## config.mk

```make
export PLATFORM = sky130hd
export DESIGN_NAME = feature_fwft_fifo
export DESIGN_NICKNAME = d
export VERILOG_FILES = /design/src/rtl/feature_fwft_fifo.sv
export SDC_FILE = /design/constraint.sdc
export NUM_CORES = 1
export LEC_CHECK = 0
export CAP_MARGIN = 40
export CORE_ASPECT_RATIO = 0.75
export CORE_MARGIN = 3
export CORE_UTILIZATION = 60
export DETAILED_ROUTE_END_ITERATION = 10
export PLACE_DENSITY = 0.77
export SYNTH_ARGS = -nofsm -noshare
export SYNTH_HDL_FRONTEND = slang
export SYNTH_SLANG_ARGS = --single-unit
```

## constraint.sdc

```tcl
create_clock -name clk -period 2.8 [get_ports clk]
set_input_delay 0.84 -clock clk [delete_from_list [all_inputs] [get_ports clk]]
set_output_delay 0.84 -clock clk [all_outputs]
set_load 0.005 [all_outputs]
```

## src/rtl/feature_fwft_fifo.sv

```systemverilog
`default_nettype none
// +----------------------------------------------------------------------------+
// | feature_fwft_fifo                                                          |
// | First-word-fall-through FIFO for multi-channel feature words.              |
// | (DEPTH-1)-entry circular RAM feeding one registered output stage.          |
// | Optional macro FEATURE_FWFT_ERR_FLAGS_EN enables sticky overflow/underflow.|
// | Revision: 1.0                                                              |
// +----------------------------------------------------------------------------+
module feature_fwft_fifo #(
  parameter int DATA_W = 8,
  parameter int CH     = 1,
  parameter int DEPTH  = 16,
  parameter int AF_TH  = DEPTH - 2
) (
  input  logic                      clk,
  input  logic                      rst,
  input  logic                      wr_en,
  input  logic [CH*DATA_W-1:0]      in_feature,
  input  logic                      rd_en,
  output logic                      feature_valid,
  output logic [CH*DATA_W-1:0]      out_feature,
  output logic                      full,
  output logic                      almost_full,
  output logic [$clog2(DEPTH):0]    count,
  output logic                      overflow,
  output logic                      underflow
);

  localparam int c_w   = CH * DATA_W;
  localparam int c_cw  = $clog2(DEPTH) + 1;
  localparam int c_pw  = $clog2(DEPTH);
  localparam int c_ram = DEPTH - 1;

  localparam logic [c_cw-1:0] c_depth    = c_cw'(DEPTH);
  localparam logic [c_cw-1:0] c_af       = c_cw'(AF_TH);
  localparam logic [c_cw-1:0] c_one      = c_cw'(1);
  localparam logic [c_pw-1:0] c_ptr_last = c_pw'(c_ram - 1);

  logic [c_w-1:0]  r_ram [c_ram];
  logic [c_pw-1:0] r_wr_ptr;
  logic [c_pw-1:0] r_rd_ptr;
  logic [c_w-1:0]  r_out;
  logic            r_valid;
  logic [c_cw-1:0] r_count;
  logic            r_full;
  logic            r_af;
  logic            r_armed;

  logic            w_wr_acc;
  logic            w_rd_acc;
  logic            w_ram_empty;
  logic            w_load;
  logic            w_ram_wr;
  logic            w_ram_rd;
  logic [c_cw-1:0] w_count_nxt;

  function automatic logic [c_pw-1:0] ptr_inc(input logic [c_pw-1:0] p);
    return (p == c_ptr_last) ? '0 : p + 1'b1;
  endfunction

  // r_armed masks the handshakes on the first edge after reset release.
  assign w_wr_acc    = r_armed & wr_en & ~r_full;
  assign w_rd_acc    = r_armed & rd_en & r_valid;
  assign w_ram_empty = (r_count == {{(c_cw-1){1'b0}}, r_valid});
  assign w_load      = w_rd_acc | ~r_valid;
  assign w_ram_rd    = w_load & ~w_ram_empty;
  assign w_ram_wr    = w_wr_acc & ~(w_load & w_ram_empty);

  always_comb begin
    w_count_nxt = r_count;
    if (w_wr_acc && !w_rd_acc) begin
      w_count_nxt = r_count + c_one;
    end else if (w_rd_acc && !w_wr_acc) begin
      w_count_nxt = r_count - c_one;
    end
  end

  always_ff @(posedge clk) begin
    if (w_ram_wr) begin
      r_ram[r_wr_ptr] <= in_feature;
    end
  end

  always_ff @(posedge clk or negedge rst) begin
    if (!rst) begin
      r_armed  <= 1'b0;
      r_wr_ptr <= '0;
      r_rd_ptr <= '0;
      r_out    <= '0;
      r_valid  <= 1'b0;
      r_count  <= '0;
      r_full   <= 1'b0;
      r_af     <= 1'b0;
    end else begin
      r_armed <= 1'b1;
      r_count <= w_count_nxt;
      r_full  <= (w_count_nxt == c_depth);
      r_af    <= (w_count_nxt >= c_af);
      if (w_ram_wr) begin
        r_wr_ptr <= ptr_inc(r_wr_ptr);
      end
      // Output stage refills from RAM first, else straight from the write port.
      if (w_ram_rd) begin
        r_out    <= r_ram[r_rd_ptr];
        r_rd_ptr <= ptr_inc(r_rd_ptr);
        r_valid  <= 1'b1;
      end else if (w_load && w_wr_acc) begin
        r_out   <= in_feature;
        r_valid <= 1'b1;
      end else if (w_rd_acc) begin
        r_valid <= 1'b0;
      end
    end
  end

`ifdef FEATURE_FWFT_ERR_FLAGS_EN
  logic r_ovf;
  logic r_unf;

  always_ff @(posedge clk or negedge rst) begin
    if (!rst) begin
      r_ovf <= 1'b0;
      r_unf <= 1'b0;
    end else begin
      r_ovf <= r_ovf | (r_armed & wr_en & r_full);
      r_unf <= r_unf | (r_armed & rd_en & ~r_valid);
    end
  end

  assign overflow  = r_ovf;
  assign underflow = r_unf;
`else
  assign overflow  = 1'b0;
  assign underflow = 1'b0;
`endif

  assign feature_valid = r_valid;
  assign out_feature   = r_out;
  assign full          = r_full;
  assign almost_full   = r_af;
  assign count         = r_count;

endmodule
`default_nettype wire

```

Yosys cells after proc, flatten, opt, wreduce, memory -nomap -nowiden
Memories as Yosys holds them, arrays and structs flattened.
Cells that the tools add are included.
Widths: inputs -> output; s select.
- register bits: 25
- memory bits (writable): 120
- bits of input ports: 12
- output and inout port bits: 18
- word-level logic and storage cells: 48
- memories kept: 1
- memory list (name ; depth ; bits a word ; read ports ; clocked after Yosys merged registers in ; wr ports ; line ; text):
    r_ram ; 15 ; 8 ; 1 ; 0 ; 1 ; 39 ; logic [c_w-1:0] r_ram [c_ram];
- $add $sub $neg: 4
- $lt $le $gt $ge: 1
- equal/unequal tests: 4
- multiplexer cells: 11
- bitwise logic cells: 12
- reductions and logical operators: 7
- operator list (cell ; number):
    $mux 8 ; 2
    $mux 5 ; 2
    $add 4x1->4 const B ; 2
    $eq 4x4->1 const B ; 2
    $mux 4 ; 2
    $and 1x1->1 ; 7
    $add 5x1->5 const B ; 1
    $eq 5x1->1 ; 1
    $eq 5x5->1 const B ; 1
    $ge 5x4->1 const B ; 1
    $mux 1 ; 5
    $sub 5x1->5 const B ; 1
    $not 1->1 ; 4
    $logic_and 1x1->1 ; 3
    $reduce_bool 3->1 ; 1
    $logic_not 1->1 ; 2
    $reduce_bool 2->1 ; 1
    $or 1x1->1 ; 1

Logic depth before layout (Yosys ltp)
Gate-level depths: netlist of run 1.
- depth after elaboration: 8
- depth in mapped cells: 7
- depth with buffers taken out: 6

Worst setup path before layout of run 1
OpenSTA, ideal clock, no wires.
- path type: input -> register
- start point: in wr_en
- end point: mem r_ram[0][0] in the netlist's numbering, enable pin
- setup time: 383 ps
- arrival time: 2423 ps
- data required time: 2417 ps
- path slack: -7 ps
- cell stages on the path: 6
- buffers on the path: 2
- cell sequence: and3b_1 clkbuf_1 buf_4 o31ai_2 or3_1 nor3_1
- cells in the longest elaborated chain, start to end: 5
- ends and longest elaborated chain (what ; line ; text):
    from (decl) ; 17 ; input logic wr_en,
    $and 1x1->1 (2 in series) ; 62 ; assign w_wr_acc = r_armed & wr_en & ~r_full;
    $and 1x1->1 ; 67 ; assign w_ram_wr = w_wr_acc & ~(w_load & w_ram_empty);
    $mux 1 ; 79 ; if (w_ram_wr) begin
    $mux 1 (not written as such) ; 80 ; r_ram[r_wr_ptr] <= in_feature;
    to (decl) ; 39 ;
Every way passes these cells.

Worst setup path after layout of run 1
- start point: in wr_en
- end point: mem r_ram[3][5] in the netlist's numbering, enable pin
Same word-level chain as after synthesis.

==> results of run 1 <==
-- registers in the layout (all words and copies together) (netlist names) --
register	flops
count	5
feature_valid	1
full	1
r_armed	1
r_rd_ptr	4
almost_full	1
out_feature	8
r_wr_ptr	4
r_ram	120
-- kinds of logic (layout without fill, tap and decap cells) --
kind of cell,after synthesis,count (layout),share of synthesized area
compound gates,68,68,0.0803
xor+xnor,5,5,0.00849
fa+ha+maj,2,2,0.00414
buf+inv,26,93,0.0275
flops,145,145,0.700
mux,48,48,0.113
other cells,2,3,0.00124
simple gates,83,83,0.0660
-- final cells by class --
class                   instances  share of cell area
flip-flops and latches        145               0.586
multi-input cells             209               0.230
repair buffers                 58              0.0714
clock buffers                  17              0.0589
clock inverters                15              0.0286
well taps                     132              0.0229
inverters                       3             0.00156
-- worst paths after layout --
check	slack [ps]	endpoint	cells past startpoint
max	360	r_ram[3][5]$_DFFE_PP_	6
min	510	out_feature[1]$_DFFE_PN0P_	2
max reg2reg	530	r_ram[6][2]$_DFFE_PP_	6
min reg2reg	510	out_feature[1]$_DFFE_PN0P_	2
max in group asynchronous	1740	r_rd_ptr[1]$_DFFE_PN0N_	2
min in group asynchronous	800	out_feature[5]$_DFFE_PN0P_	2
-- layout by cell type, fill, tap and decap left out, types with 2 or more instances in the layout --
cell type / instances
edfxtp_1: 120
nand2_1: 36
mux2i_1: 32
buf_4: 30
clkdlybuf4s50_1: 27
dfrtp_1: 24
clkbuf_16: 17
o21ai_0: 16
mux4_2: 16
nor2_1: 15
o22ai_1: 9
a211oi_1: 7
nand2b_1: 6
a221o_1: 6
o21ai_1: 6
clkinv_4: 5
nor3_1: 4
a21oi_1: 4
or2_2: 4
bufinv_16: 4
nand3_1: 3
inv_1: 3
conb_1: 3
inv_6: 3
and2_1: 2
xor2_1: 2
xnor2_1: 2
a21o_1: 2
nor3_2: 2
a311oi_1: 2
a221oi_1: 2
a22o_1: 2
ha_1: 2
-- where the power goes --
group	switching (mW)	internal (mW)	leakage [nW]	total, mW
combinational	0.863	0.889	0.880	1.75
sequential	0.374	2.56	1.38	2.94
clock	0.878	1.50	0.306	2.38
-- critical path: stages --
cell	delay, ps
clkdlybuf4s50_1	470
and3b_1	240
o31a_2	190
nand3_1	190
nor3_1	400
buf_4	240
-- layer usage --
layer  GRT usage  share of wire
met1       0.381           0.44
met4      0.0868          0.015
met3      0.0678          0.092
met5           0              0
met2       0.357           0.45
-- through the flow --
| step | std cells | power, mW |
|---|---|---|
| after global placement | 547 | 4.63 |
| after detailed placement | 547 | 4.70 |
| after global routing | 579 | 7.36 |
| after floorplan | 380 | 4.05 |
| after CTS | 579 | 7.09 |
| final | 579 | 7.07 |
==> results by group, run 1 <==
Final layout
  – Layout area overhead: 19.4%
  – Final core utilization: 0.741
  – Final instance area: 7220 sq um
  – Diodes inserted: 0
  – Area of the multi-input gates: around 1700 sq um
  – FF/Latch Area: 4230 sq um
  – Layout cells sized above 1: 0.217
  – Final #Nets: 448
  – Fillers: between 500 and 600

STA
  – Final Cycle Share: 0.870
  – Fmax achieved: 0.411 GHz
  – Final hold vios: 0
  – Final critical-path required period: approximately 2400 ps
  – RSZ-0062 raised after global routing: no
  – Final worst setup slack: 364 ps
  – Max Slew Vio Count: 0
  – Setup TNS: 0 ps
  – Slew headroom: 0.370
  – Setup violators final: 0
  – Worst hold slack: 508 ps
  – Clock Skew: 6.62 ps
  – Worst-Margin Slew: 945 ps

Synth
  – Synth Instances: about 380
  – Post-synth EDFFs: 120
  – Syn Area/Cell: around 16 sq um
  – #FFs+latches synth: 145
  – Ys async rst share: 0.172
  – Top cells by area, synth: edfxtp_1 (60%), dfrtp_1 (10%), mux4_2 (6.0%), mux2i_1 (5.3%), nand2_1 (2.2%)
  – Top_reg_cell synth: edfxtp_1
  – Most frequent cell after synthesis: edfxtp_1
  – Share of the synthesized area in the top cell type: 0.596
  – Mapped cell area: 6040 sq um
  – Cell taking the most area after synthesis: edfxtp_1
  – Most frequent cells after synthesis: edfxtp_1 (120), nand2_1 (36), mux2i_1 (32)
  – Post-synthesis sequential area ratio: 0.700
  – Ys Warns: 0
  – Distinct cells, synth: 57

Clock network
  – Postcts setup bufs: 0
  – CTS root buf: clkbuf_16
  – Clk_lat worst skew: 410 ps
  – Hold Buf Count CTS: 0
  – CTS tree: done
  – Number of CTS-inserted buffers: 17
  – Htree depth: 4
  – Reg clk slew, reported paths: 60 ps
  – Clk buf depth: 2
  – CTS resizes: 0
  – Sink Count: 145

Global routing
  – Initial antenna violation count: 0
  – Total grt overflow: 0
  – Total GRT Usage: 0.252
  – Largest net degree at the start of global routing: 44
  – Vias in the first global route: 3494
  – First-pass GRT wire length: 20300 um

Die
  – Rows: 31
  – Initial core utilization: 0.621
  – # IOs: 30
  – Die footprint: about 11000 sq um
  – Die height: a little over 90 um
  – Placeable Area: 9740 sq um
  – Die X: 122 um

Setup path
  – R2R Path Start: count[2]$_DFF_PN0_
  – Req. time, crit path: 2920 ps
  – Endpoint class of the critical path: register
  – Peak fanout along the critical path: 5
  – WP data arrival: about 2600 ps
  – CP startpoint: wr_en
  – Worst Path Class, Setup: primary input to register
  – Critical path launch point type: primary input

Job
  – Max Cap Viol: 0

Placed design
  – RePlAce Congestion: approximately 0.86
  – DP Area: 6590 sq um
  – Setup slack at placement: roughly 44 ps
  – Port Buf Inserts: 27
  – Detailed Place HPWL: 8730 um

Detailed routing
  – Residual DRC: 0
  – Routed WL: about 13000 um
  – Wire per inst: 22.8 um
  – Total number of vias: 3536
  – 1st-pass router iterations: 5
  – Post-route ant nets: 0
  – Iteration-0 DRC Markers: around 450
  – Vias/cell: 6.11

Worst hold path
  – Hold path start: out_feature[1]$_DFFE_PN0P_
  – Hold Crit Class: register to register

Power and ir drop
  – Max IR drop VDD: roughly 0.00055 V
  – LEAKAGE: 2.56 nW
  – Power Density: 979 nW/um^2

Run status
  – Status: completed
(Power assumes the default switching activity.)
==> run 2, diff against run 1 <==
- SLEW_MARGIN: unset -> 20
==> results by group, run 2 (synthesized netlist as in run 1, its figures left out) <==
Global routing
  – Total grt overflow: 0
  – Vias in the first global route: ~3500
  – Initial antenna violation count: 0
  – First-pass GRT wire length: 20300 um
  – Total GRT Usage: 0.252
  – Largest net degree at the start of global routing: 44

Setup path
  – Worst Path Class, Setup: primary input to register
  – Worst reg2reg path depth: 6
  – Req. time, crit path: 2920 ps
  – Crit-path cells: clkdlybuf4s50_1 > and3b_1 > o31a_2 > nand3_1 > nor3_1 > buf_4
  – Reg2reg end: r_ram[6][5]$_DFFE_PP_
  – Critical Path Stages: 6
  – Critical path launch point type: primary input
  – CP Capture Point: r_ram[3][5]$_DFFE_PP_
  – Worst R2R Setup Slack: 530 ps
  – Endpoint class of the critical path: register
  – CP startpoint: wr_en
  – CP top delay family: simple AND/OR/NAND/NOR gates
  – R2R Path Start: count[2]$_DFF_PN0_
  – WP buf/inv: 2
  – Slowest Stage Delay on Critical Path: ~470 ps
  – Peak fanout along the critical path: 5
  – Slowest cell on crit path: clkdlybuf4s50_1
  – WP data arrival: ~2600 ps

Power and ir drop
  – Reg power frac: 0.404
  – P_int: 4.97 mW
  – Switching Power: 2.12 mW
  – Max IR drop VDD: 0.000545 V
  – Power Density: just under 1000 nW/um^2
  – Combinational share of power: 0.261
  – Switch share: 0.299
  – LEAKAGE: 2.57 nW
  – Clock Power Share: 0.335

STA
  – Final Cycle Share: 0.877
  – Final hold vios: 0
  – Max Slew Vio Count: 0
  – Fmax achieved: 0.407 GHz
  – RSZ-0062 raised after global routing: no
  – Worst-Margin Slew: 855 ps
  – Setup violators final: 0
  – Final critical-path required period: roughly 2500 ps
  – Slew headroom: 0.430
  – Clock Skew: between 6 and 7 ps
  – Setup TNS: 0 ps

Die
  – Rows: 31
  – Die height: between 90 and 100 um
  – # IOs: 30
  – Die X: 122 um
  – Die footprint: about 11000 sq um
  – Placeable Area: slightly below 10000 sq um
  – Initial core utilization: 0.621

Final layout
  – Max FFs per register: 120
  – Layout area overhead: 19.7%
  – Layout Cells excl Fill: 580
  – Commonest cells after routing, fill and taps aside: edfxtp_1 (120), nand2_1 (36), mux2i_1 (32)
  – Fillers: 570
  – Commonest non-fill, non-tap cell in the layout: edfxtp_1
  – FF/Latch Area: 4230 sq um
  – Register bank with the most flops: r_ram
  – Area of the multi-input gates: 1660 sq um
  – Final #Nets: 449
  – Layout cells sized above 1: 0.219
  – Diodes inserted: 0

Clock network
  – Postcts setup bufs: 0
  – CTS resizes: 0
  – Clk buf depth: 2
  – CTS tree: done
  – Clk_lat worst skew: a little over 400 ps
  – Reg clk slew, reported paths: 60 ps
  – Hold Buf Count CTS: 0
  – Htree depth: 4
  – CTS root buf: clkbuf_16
  – Number of CTS-inserted buffers: 17
  – Sink Count: 145

Detailed routing
  – Vias/cell: 6.11
  – Post-route ant nets: 0
  – Wire per inst: around 23 um
  – Routed WL: 13200 um
  – Iteration-0 DRC Markers: around 500
  – Residual DRC: 0
  – Total number of vias: between 3000 and 4000
  – 1st-pass router iterations: 5

Placed design
  – Placed insts: about 550
  – Detailed Place HPWL: 8730 um
  – RePlAce Congestion: approximately 0.86
  – Port Buf Inserts: 27

Job
  – Max Cap Viol: 0

Run status
  – Status: completed

Worst hold path
  – Hold Crit Class: register to register
[run 2: final cells by class]
type	count	share of cell area
Sequential cell	145	0.585
Multi-Input combinational cell	209	0.230
Timing Repair Buffer	59	0.0740
Clock buffer	17	0.0588
Clock inverter	15	0.0285
Tap cell	132	0.0228
Inverter	3	0.00156
[run 2: power groups by stage]
| stage | clock network, mW | logic (mW) | registers (mW) |
|---|---|---|---|
| 2_1_floorplan | 0 | 1.30 | 2.74 |
| 3_3_place_gp | 0 | 1.68 | 2.95 |
| 3_5_place_dp | 0 | 1.73 | 2.97 |
| 4_1_cts | 2.41 | 1.75 | 2.93 |
| 5_1_grt | 2.50 | 2.00 | 2.89 |
| 6_report | 2.38 | 1.85 | 2.87 |
[run 2: worst min path at each step]
stage	from	to	slack, ps	cells after the start
3_3_place_gp	out_feature[1]$_DFFE_PN0P_	out_feature[1]$_DFFE_PN0P_	480	2
2_1_floorplan	out_feature[0]$_DFFE_PN0P_	out_feature[0]$_DFFE_PN0P_	480	2
3_5_place_dp	out_feature[5]$_DFFE_PN0P_	out_feature[5]$_DFFE_PN0P_	490	2
5_1_grt	out_feature[1]$_DFFE_PN0P_	out_feature[1]$_DFFE_PN0P_	550	2
4_1_cts	out_feature[0]$_DFFE_PN0P_	out_feature[0]$_DFFE_PN0P_	510	2
6_report	out_feature[1]$_DFFE_PN0P_	out_feature[1]$_DFFE_PN0P_	510	2
[run 2: per-stage QoR]
stage                     utilization  setup slack (ps)  total power [mW]  area [sq um]  hold WS [ps]
final                           0.743               344              7.09          7240           510
after global routing            0.743               297              7.38          7240           545
after CTS                       0.741               399              7.09          7220           514
after detailed placement        0.676              44.4              4.70          6590           487
after global placement          0.676              58.1              4.63          6590           478
after floorplan                     -               162              4.05          6060           476
[run 2: worst reg2reg max path, delay by kind of cell (launching register included)]
family | cells | cell delay, ps
flip-flops | 1 | 450
AND/OR/NAND/NOR | 4 | 1050
AO/OA/AOI/OAI | 1 | 370
buffers and inverters | 1 | 170
[run 2: per-layer routing]
| layer | part of all wire | vias to the layer above | track usage |
|---|---|---|---|
| li1 | - | 1586 | - |
| met1 | 0.45 | 1766 | 0.381 |
| met2 | 0.45 | 168 | 0.357 |
| met3 | 0.086 | 22 | 0.0678 |
| met4 | 0.015 | 0 | 0.0868 |
| met5 | 0 | - | 0 |
